==> src/rtl/instr_mem_sync.sv <==
// Clocked instruction memory: byte-addressed fetch over valid/ready with a fixed
// programmable read latency, runtime program-load port and misalign/range error flag.
module instr_mem_sync #(
  parameter int                DATA_W    = 32,
  parameter int                ADDR_W    = 64,
  parameter int                DEPTH     = 64,
  parameter int                RD_LAT    = 2,
  parameter logic [DATA_W-1:0] FILL      = 32'hD503201F,
  parameter string             INIT_FILE = ""
) (
  input  logic                     CLK,
  input  logic                     resetl,
  input  logic                     req_valid,
  output logic                     req_ready,
  input  logic [ADDR_W-1:0]        req_addr,
  output logic                     rsp_valid,
  input  logic                     rsp_ready,
  output logic [DATA_W-1:0]        rsp_data,
  output logic                     rsp_err,
  input  logic                     ld_en,
  input  logic [$clog2(DEPTH)-1:0] ld_idx,
  input  logic [DATA_W-1:0]        ld_data,
  output logic [1:0]               dbg_state
);

  // Handshake: a transfer happens on a rising edge where valid && ready are both
  // high; request side accepts only in IDLE without a load, response side holds
  // rsp_valid/rsp_data/rsp_err stable in RESP until rsp_ready is sampled high.

  localparam int                IDX_W    = $clog2(DEPTH);
  localparam int                CNT_W    = $clog2(RD_LAT + 1);
  localparam logic [CNT_W-1:0]  LAT_INIT = CNT_W'(RD_LAT - 1);
  localparam logic [ADDR_W-1:0] LIMIT    = ADDR_W'(4 * DEPTH);

  typedef enum logic [1:0] {
    IDLE = 2'd0,
    WAIT = 2'd1,
    RESP = 2'd2
  } state_t;

  state_t           state, state_n;
  logic [CNT_W-1:0] cnt, cnt_n;
  logic             accept;
  logic             req_err;
  logic [IDX_W-1:0] req_idx;

  logic [DATA_W-1:0] mem [DEPTH];

  // Array is deliberately outside the reset domain so loaded programs survive reset.
  always_ff @(posedge CLK) begin
    if (ld_en) mem[ld_idx] <= ld_data;
  end

  assign req_ready = (state == IDLE) && !ld_en;
  assign accept    = req_valid && req_ready;
  assign req_idx   = req_addr[IDX_W+1:2];
  assign req_err   = (req_addr[1:0] != 2'b00) || (req_addr >= LIMIT);
  assign rsp_valid = (state == RESP);
  assign dbg_state = state;

  always_ff @(posedge CLK or negedge resetl) begin
    if (!resetl) begin
      state <= IDLE;
      cnt   <= '0;
    end else begin
      state <= state_n;
      cnt   <= cnt_n;
    end
  end

  always_comb begin
    state_n = state;
    cnt_n   = cnt;
    case (state)
      IDLE: begin
        if (accept) begin
          cnt_n   = LAT_INIT;
          state_n = (RD_LAT == 1) ? RESP : WAIT;
        end
      end
      WAIT: begin
        cnt_n = cnt - CNT_W'(1);
        if (cnt == CNT_W'(1)) state_n = RESP;
      end
      RESP: begin
        if (rsp_ready) state_n = IDLE;
      end
      default: state_n = IDLE;
    endcase
  end

  // Snapshot taken at accept: later loads to the same index cannot disturb it.
  always_ff @(posedge CLK or negedge resetl) begin
    if (!resetl) begin
      rsp_data <= '0;
      rsp_err  <= 1'b0;
    end else if (accept) begin
      rsp_err  <= req_err;
      rsp_data <= req_err ? FILL : mem[req_idx];
    end
  end

endmodule

==> config.mk <==
export PLATFORM = sky130hd
export DESIGN_NAME = instr_mem_sync
export DESIGN_NICKNAME = d
export VERILOG_FILES = /design/src/rtl/instr_mem_sync.sv
export SDC_FILE = /design/constraint.sdc
export NUM_CORES = 2
export LEC_CHECK = 0
export ABC_AREA = 0
export CAP_MARGIN = 20
export CORE_ASPECT_RATIO = 1.4
export CORE_MARGIN = 5
export CORE_UTILIZATION = 50
export DETAILED_ROUTE_END_ITERATION = 7
export PLACE_DENSITY = 0.74
export RECOVER_POWER = 100
export REMOVE_ABC_BUFFERS = 1
export SYNTH_ARGS = -nofsm -noshare
export SYNTH_HDL_FRONTEND = slang
export SYNTH_SLANG_ARGS = --single-unit
==> constraint.sdc <==
create_clock -name CLK -period 6.1 [get_ports CLK]
set_clock_uncertainty 0.2 [all_clocks]
set_input_delay 1.525 -clock CLK [delete_from_list [all_inputs] [get_ports CLK]]
set_output_delay 1.525 -clock CLK [all_outputs]
set_load 0.01 [all_outputs]
; Yosys cells after proc, flatten, opt, wreduce, memory -nomap -nowiden
; Memory sizes are Yosys's and may differ from the RTL's.
; Index checks and enable logic that the tools add are counted.
[classes]
reduce_logical = 9
eq_ne = 6
mul = 0
n_mux = 8
div = 0
addsub = 1
magnitude_cmp = 1
shift = 0
n_bitwise = 0
[op_table]
columns = op, n
row1 = "greater-or-equal comparator 64 x 9 -> 1 bit, second input constant", 1
row2 = two-way mux 32 bit, 1
row3 = two-way mux 2 bit, 3
row4 = one-hot mux 2 bit (3 select lines), 1
row5 = "== test 2 x 1 -> 1 bit, second input constant", 2
row6 = "inequality test 2 bit, second input constant", 2
row7 = one-hot mux 2 bit (2 select lines), 1
row8 = nonzero test 2 bit, 2
row9 = AND reduction 3 bit, 1
row10 = "== test 2 bit, second input constant", 1
row11 = logical AND 1 bit, 2
row12 = logical NOT 2 bit, 1
row13 = two-way mux 1 bit, 2
row14 = "inequality test 2 x 1 -> 1 bit, second input constant", 1
row15 = AND reduction 2 bit, 1
row16 = "subtractor 2 x 1 -> 2 bit, second input constant", 1
row17 = logical NOT 1 bit, 1
row18 = logical OR 1 bit, 1
[word_totals]
regBits = 37
ramBits = 2048
romBits = 0
n_memories = 1
output_inout_bits = 37
latch_bits = 0
[memory_table]
columns = memory, depth, word_bits, read_ports, rd_ports_with_merged_regs, write_ports, line
row1 = mem, 64, 32, 1, 0, 1, 47  ; logic [DATA_W-1:0] mem [DEPTH];

; Depth between registers and ports, before layout
[logic_depth]
word_depth = 5
depth_mapped = 10

; Worst setup path after synthesis
; OpenSTA, ideal clock, no wires.
[synth_timing]
path_type = input to register
startpoint = input port ld_idx[3]
endpoint = memory mem[48][0] (enable)
setup_time_ns = 0.461
stages = 4
path_slack_ns = 1.190
t_arrival_ns = 4.249
cell_sequence = clkbuf_1 > nor2b_1 > nand4b_1 > nor3_1
[synth_lines]
columns = element, line
row1 = from (decl), 21  ; input logic [$clog2(DEPTH)-1:0] ld_idx,
row2 = to (decl), 47
; No word-level cell before the write port.

; Final worst setup path
[layout_timing]
startpoint = input port ld_en
endpoint = memory mem[25][3] (enable)
[layout_via]
elab_chain_len = 2
[layout_rtl]
columns = element, line
row1 = from (decl), 20  ; input logic ld_en,
row2 = two-way mux 1 bit, 51  ; if (ld_en) mem[ld_idx] <= ld_data;
row3 = two-way mux 1 bit (implied by the code), 51
; Every way passes these cells.

==> metrics.txt <==
# TYPE chip_impl_metric gauge
chip_impl_info{name="outcome",value="finished, violations left"} 1
chip_impl_info{name="violations",value="max-capacitance violations, max-slew violations"} 1
chip_impl_metric{name="deepest_clock_path_buffer_count",unit=""} 3
chip_impl_metric{name="worst-path-max-fanout",unit=""} 21
chip_impl_metric{name="finish.instance_area",unit="um2"} 89780
chip_impl_metric{name="power.density",unit="nW/um2"} 319.8
chip_impl_metric{name="synth_seq_cells",unit=""} 2085
chip_impl_metric{name="global_route.overflow_total",unit=""} 0
chip_impl_metric{name="post-dp-hpwl",unit="um"} 120200
chip_impl_info{name="cts_tree",value="yes"} 1
chip_impl_metric{name="worst_slew_margin_rel",unit=""} -1.426
chip_impl_metric{name="avgRoutedWirePerCell",unit="um"} 32.81
chip_impl_metric{name="share_comb_of_total_power",unit=""} 0.051
chip_impl_metric{name="postCtsResizedCells",unit=""} 0
chip_impl_metric{name="timing_worst_slew_pin_value",unit="ns"} 3.639
chip_impl_metric{name="max_stage_delay",unit="ns"} 2.17
chip_impl_info{name="critical-path-slowest-cell",value="sky130_fd_sc_hd__nor2_1"} 1
chip_impl_metric{name="place.detailed.instances",unit=""} 5778
chip_impl_info{name="synth_area_leader_cell",value="sky130_fd_sc_hd__edfxtp_1"} 1
chip_impl_metric{name="cts.htree.levels",unit=""} 4
chip_impl_metric{name="final.setup.tns",unit="ns"} 0
chip_impl_metric{name="wl_met3",unit="um"} 20970
chip_impl_metric{name="routed-via-count",unit=""} 39590
chip_impl_info{name="crit_path_start_kind",value="primary input"} 1
chip_impl_info{name="postSynth.topFlopCell",value="sky130_fd_sc_hd__edfxtp_1"} 1
chip_impl_metric{name="seq_power_share",unit=""} 0.554
chip_impl_metric{name="grt_antenna_before_repair",unit=""} 22
chip_impl_info{name="critical_path.cell_chain",value="dlygate4sd3_1 > nand3_1 > nor2_1 > clkbuf_1"} 1
chip_impl_metric{name="grt_max_degree",unit=""} 65
chip_impl_info{name="routed.top_layer",value="met5"} 1
chip_impl_metric{name="clk_transition_reported_paths",unit="ns"} 0.06
chip_impl_metric{name="seq_area_frac_synth",unit=""} 0.7846
chip_impl_metric{name="final_antenna_net_count",unit=""} 0
chip_impl_metric{name="crit_path_setup_slack_layout",unit="ns"} 0.5617
chip_impl_info{name="netlist_top_cells_area",value="sky130_fd_sc_hd__edfxtp_1 (77%), sky130_fd_sc_hd__mux4_2 (14%), sky130_fd_sc_hd__dfrtp_1 (1.2%)"} 1
chip_impl_metric{name="final_layout_size_suffix_gt1_frac",unit=""} 0.2328
chip_impl_metric{name="dpl_cell_area",unit="um2"} 84480
chip_impl_metric{name="placement_rows",unit=""} 173
chip_impl_metric{name="count_of_final_max_slew_check_failures",unit=""} 3236
chip_impl_metric{name="die_width",unit="um"} 347.1
chip_impl_info{name="worst_path_dominant_cell_family",value="simple AND/OR/NAND/NOR gates"} 1
chip_impl_metric{name="p_int",unit="mW"} 22.71
chip_impl_info{name="type_of_the_worst_min_delay_path",value="register to register"} 1
chip_impl_metric{name="place_congestion",unit=""} 0.8383
chip_impl_metric{name="synth-warning-count",unit=""} 0
chip_impl_metric{name="dieArea",unit="um2"} 167300
chip_impl_metric{name="syn_avg_cell_area",unit="um2"} 22.27
chip_impl_info{name="worst_setup_path_type",value="primary input to register"} 1
chip_impl_metric{name="grt_util_all_layers",unit=""} 0.2399
chip_impl_metric{name="final_net_count",unit=""} 3989
chip_impl_info{name="grt_setup_unrepaired",value="false"} 1
chip_impl_metric{name="cp_data_required_time",unit="ns"} 6.34
chip_impl_metric{name="met2WireLength",unit="um"} 102000
chip_impl_metric{name="via_per_inst",unit=""} 6.452
chip_impl_metric{name="clock_power_share",unit=""} 0.395
chip_impl_metric{name="initialDrtViolationCount",unit=""} 5294
chip_impl_metric{name="max_freq",unit="MHz"} 180.6
chip_impl_metric{name="postRouteWirelength",unit="um"} 201300
chip_impl_metric{name="postCtsSetupBuffers",unit=""} 0
chip_impl_metric{name="chipHeight",unit="um"} 482.0
chip_impl_metric{name="detailedPlace.worstSlack",unit="ns"} 0.9493
chip_impl_metric{name="cts.sink_count",unit=""} 2085
chip_impl_metric{name="critPathArrivalTime",unit="ns"} 5.78
chip_impl_metric{name="netSwitchingFraction",unit=""} 0.2088
chip_impl_metric{name="r2r_setup_slack",unit="ns"} 2.33
chip_impl_metric{name="finalSetupViolCount",unit=""} 0
chip_impl_metric{name="async_reset_ff_frac",unit=""} 0.01775
chip_impl_metric{name="hold_viol_final",unit=""} 0
chip_impl_metric{name="cap_violations",unit=""} 89
chip_impl_metric{name="finalPower",unit="mW"} 28.71
chip_impl_metric{name="final.min_clock_period",unit="ns"} 5.538
chip_impl_metric{name="numPortBuffers",unit=""} 143
chip_impl_info{name="final_cell_mix",value="sky130_fd_sc_hd__edfxtp_1 (2048), sky130_fd_sc_hd__mux4_2 (489), sky130_fd_sc_hd__clkbuf_16 (178)"} 1
chip_impl_metric{name="wp_buf_inv",unit=""} 2
chip_impl_metric{name="drc_errors",unit=""} 0
chip_impl_metric{name="post_synth_instance_area",unit="um2"} 79560
chip_impl_metric{name="grt_pass1_wl",unit="um"} 289000
chip_impl_metric{name="post_layout_nonfiller_instances",unit=""} 6137
chip_impl_metric{name="worstSkewPairLatency",unit="ns"} 0.81
chip_impl_metric{name="ctsHoldBuffers",unit=""} 0
chip_impl_info{name="clk_root_buffer_cell",value="sky130_fd_sc_hd__clkbuf_16"} 1
chip_impl_metric{name="core_area",unit="um2"} 158400
chip_impl_metric{name="pre_antenna_drt_iters",unit=""} 5
chip_impl_metric{name="yosys.cell_types.count",unit=""} 56
chip_impl_metric{name="first_global_vias",unit=""} 40330
chip_impl_metric{name="floorplan.initialDensity",unit=""} 0.5021
chip_impl_metric{name="static-leakage-power",unit="nW"} 27.57
chip_impl_info{name="worst_setup_path_end_kind",value="register"} 1
chip_impl_metric{name="wirelength_met1",unit="um"} 70230
chip_impl_metric{name="number_of_standard_cells_after_synthesis",unit=""} 3572
chip_impl_metric{name="vdd_ir_drop_max",unit="mV"} 0.3179
chip_impl_metric{name="synthDominantCellAreaShare",unit=""} 0.7730
chip_impl_metric{name="io_pins",unit=""} 144
chip_impl_metric{name="switchingPower",unit="mW"} 5.995
chip_impl_info{name="layout.cells.most_common",value="sky130_fd_sc_hd__edfxtp_1"} 1
chip_impl_metric{name="synth_edf_count",unit=""} 2048
chip_impl_metric{name="area_growth",unit="%"} 12.84
chip_impl_metric{name="layout.core_utilization",unit=""} 0.5666
chip_impl_metric{name="numCtsBuffers",unit=""} 174
chip_impl_metric{name="period_share",unit=""} 0.9079
chip_impl_metric{name="fin_worst_hold_slack",unit="ns"} 0.2932
power groups by stage:
| stage | sequential (mW) | clock (mW) | combinational, mW |
|---|---|---|---|
| after global placement | 16.2 | 0 | 1.45 |
| after detailed placement | 16.2 | 0 | 1.48 |
| after floorplan | 16.2 | 0 | 0.614 |
| final | 15.9 | 11.3 | 1.47 |
| after global routing | 15.9 | 12.1 | 1.55 |
| after CTS | 15.9 | 11.5 | 1.49 |
synth_stat cells (4+ instances only):
cell type                   instances
sky130_fd_sc_hd__o21ai_0           18
sky130_fd_sc_hd__or4_1              4
sky130_fd_sc_hd__o21a_1             7
sky130_fd_sc_hd__nor2_1            87
sky130_fd_sc_hd__mux2i_1           53
sky130_fd_sc_hd__nor3_1            11
sky130_fd_sc_hd__dfrtp_1           37
sky130_fd_sc_hd__o31ai_1            5
sky130_fd_sc_hd__mux2_2            40
sky130_fd_sc_hd__a22oi_1           72
sky130_fd_sc_hd__a41oi_1            6
sky130_fd_sc_hd__a21oi_1           69
sky130_fd_sc_hd__o221ai_1          24
sky130_fd_sc_hd__nor4_1            38
sky130_fd_sc_hd__mux4_2           489
sky130_fd_sc_hd__nor2b_1           42
sky130_fd_sc_hd__buf_2             39
sky130_fd_sc_hd__clkbuf_1         107
sky130_fd_sc_hd__o22a_1            11
sky130_fd_sc_hd__o22ai_1           28
sky130_fd_sc_hd__nand3_1           16
sky130_fd_sc_hd__o2111ai_1          5
sky130_fd_sc_hd__inv_1              6
sky130_fd_sc_hd__a32o_1            11
sky130_fd_sc_hd__nand2b_1          10
sky130_fd_sc_hd__nand2_1          128
sky130_fd_sc_hd__edfxtp_1        2048
sky130_fd_sc_hd__nand4_1            5
sky130_fd_sc_hd__a221oi_1          12
sky130_fd_sc_hd__o41ai_1           12
sky130_fd_sc_hd__nor4b_1            4
sky130_fd_sc_hd__buf_1             16
sky130_fd_sc_hd__a2111oi_2          5
sky130_fd_sc_hd__a211oi_1          38
sky130_fd_sc_hd__buf_4             31
kinds of logic after synthesis:
kind of cell,after synthesis,share of synthesized area
buffers and inverters,205,0.01203
adder cells (fa/ha/maj),1,0.0001572
AO/OA/AOI/OAI,331,0.03004
multiplexers,582,0.1508
flip-flops,2085,0.7846
AND/OR/NAND/NOR,368,0.02238
per-layer routing:
layer  track usage  vias up
met4       0.08563       12
met3       0.05106      412
met1        0.3153    20780
li1              -    15800
met5             0        -
met2        0.4030     2589
area by class of cell:
type	count	area [um2]
fillers	11340	68670
flip-flops and latches	2085	62420
multi-input cells	1282	16380
clock buffers	213	4646
well taps	2100	2628
repair buffers	329	2486
clock inverters	112	1162
inverters	9	35.03
diodes	7	17.52
path summary, 6_finish.rpt:
kind	start	endpoint	cells past startpoint
setup / recovery	ld_en	mem[25][3]	4
hold / removal	cnt[0]	cnt[0]	1
setup reg to reg	dbg_state[0]	rsp_data[30]	5
hold reg to reg	cnt[0]	cnt[0]	1
max in group asynchronous	resetl	rsp_data[22]	2
min in group asynchronous	resetl	rsp_data[11]	1
flip-flops by register name, indices dropped and copies added, names as in the netlist:
| signal | flops |
|---|---|
| mem | 2048 |
| rsp_data | 32 |
| cnt | 2 |
| dbg_state | 2 |
| rsp_err | 1 |
(Power assumes the default switching activity.)
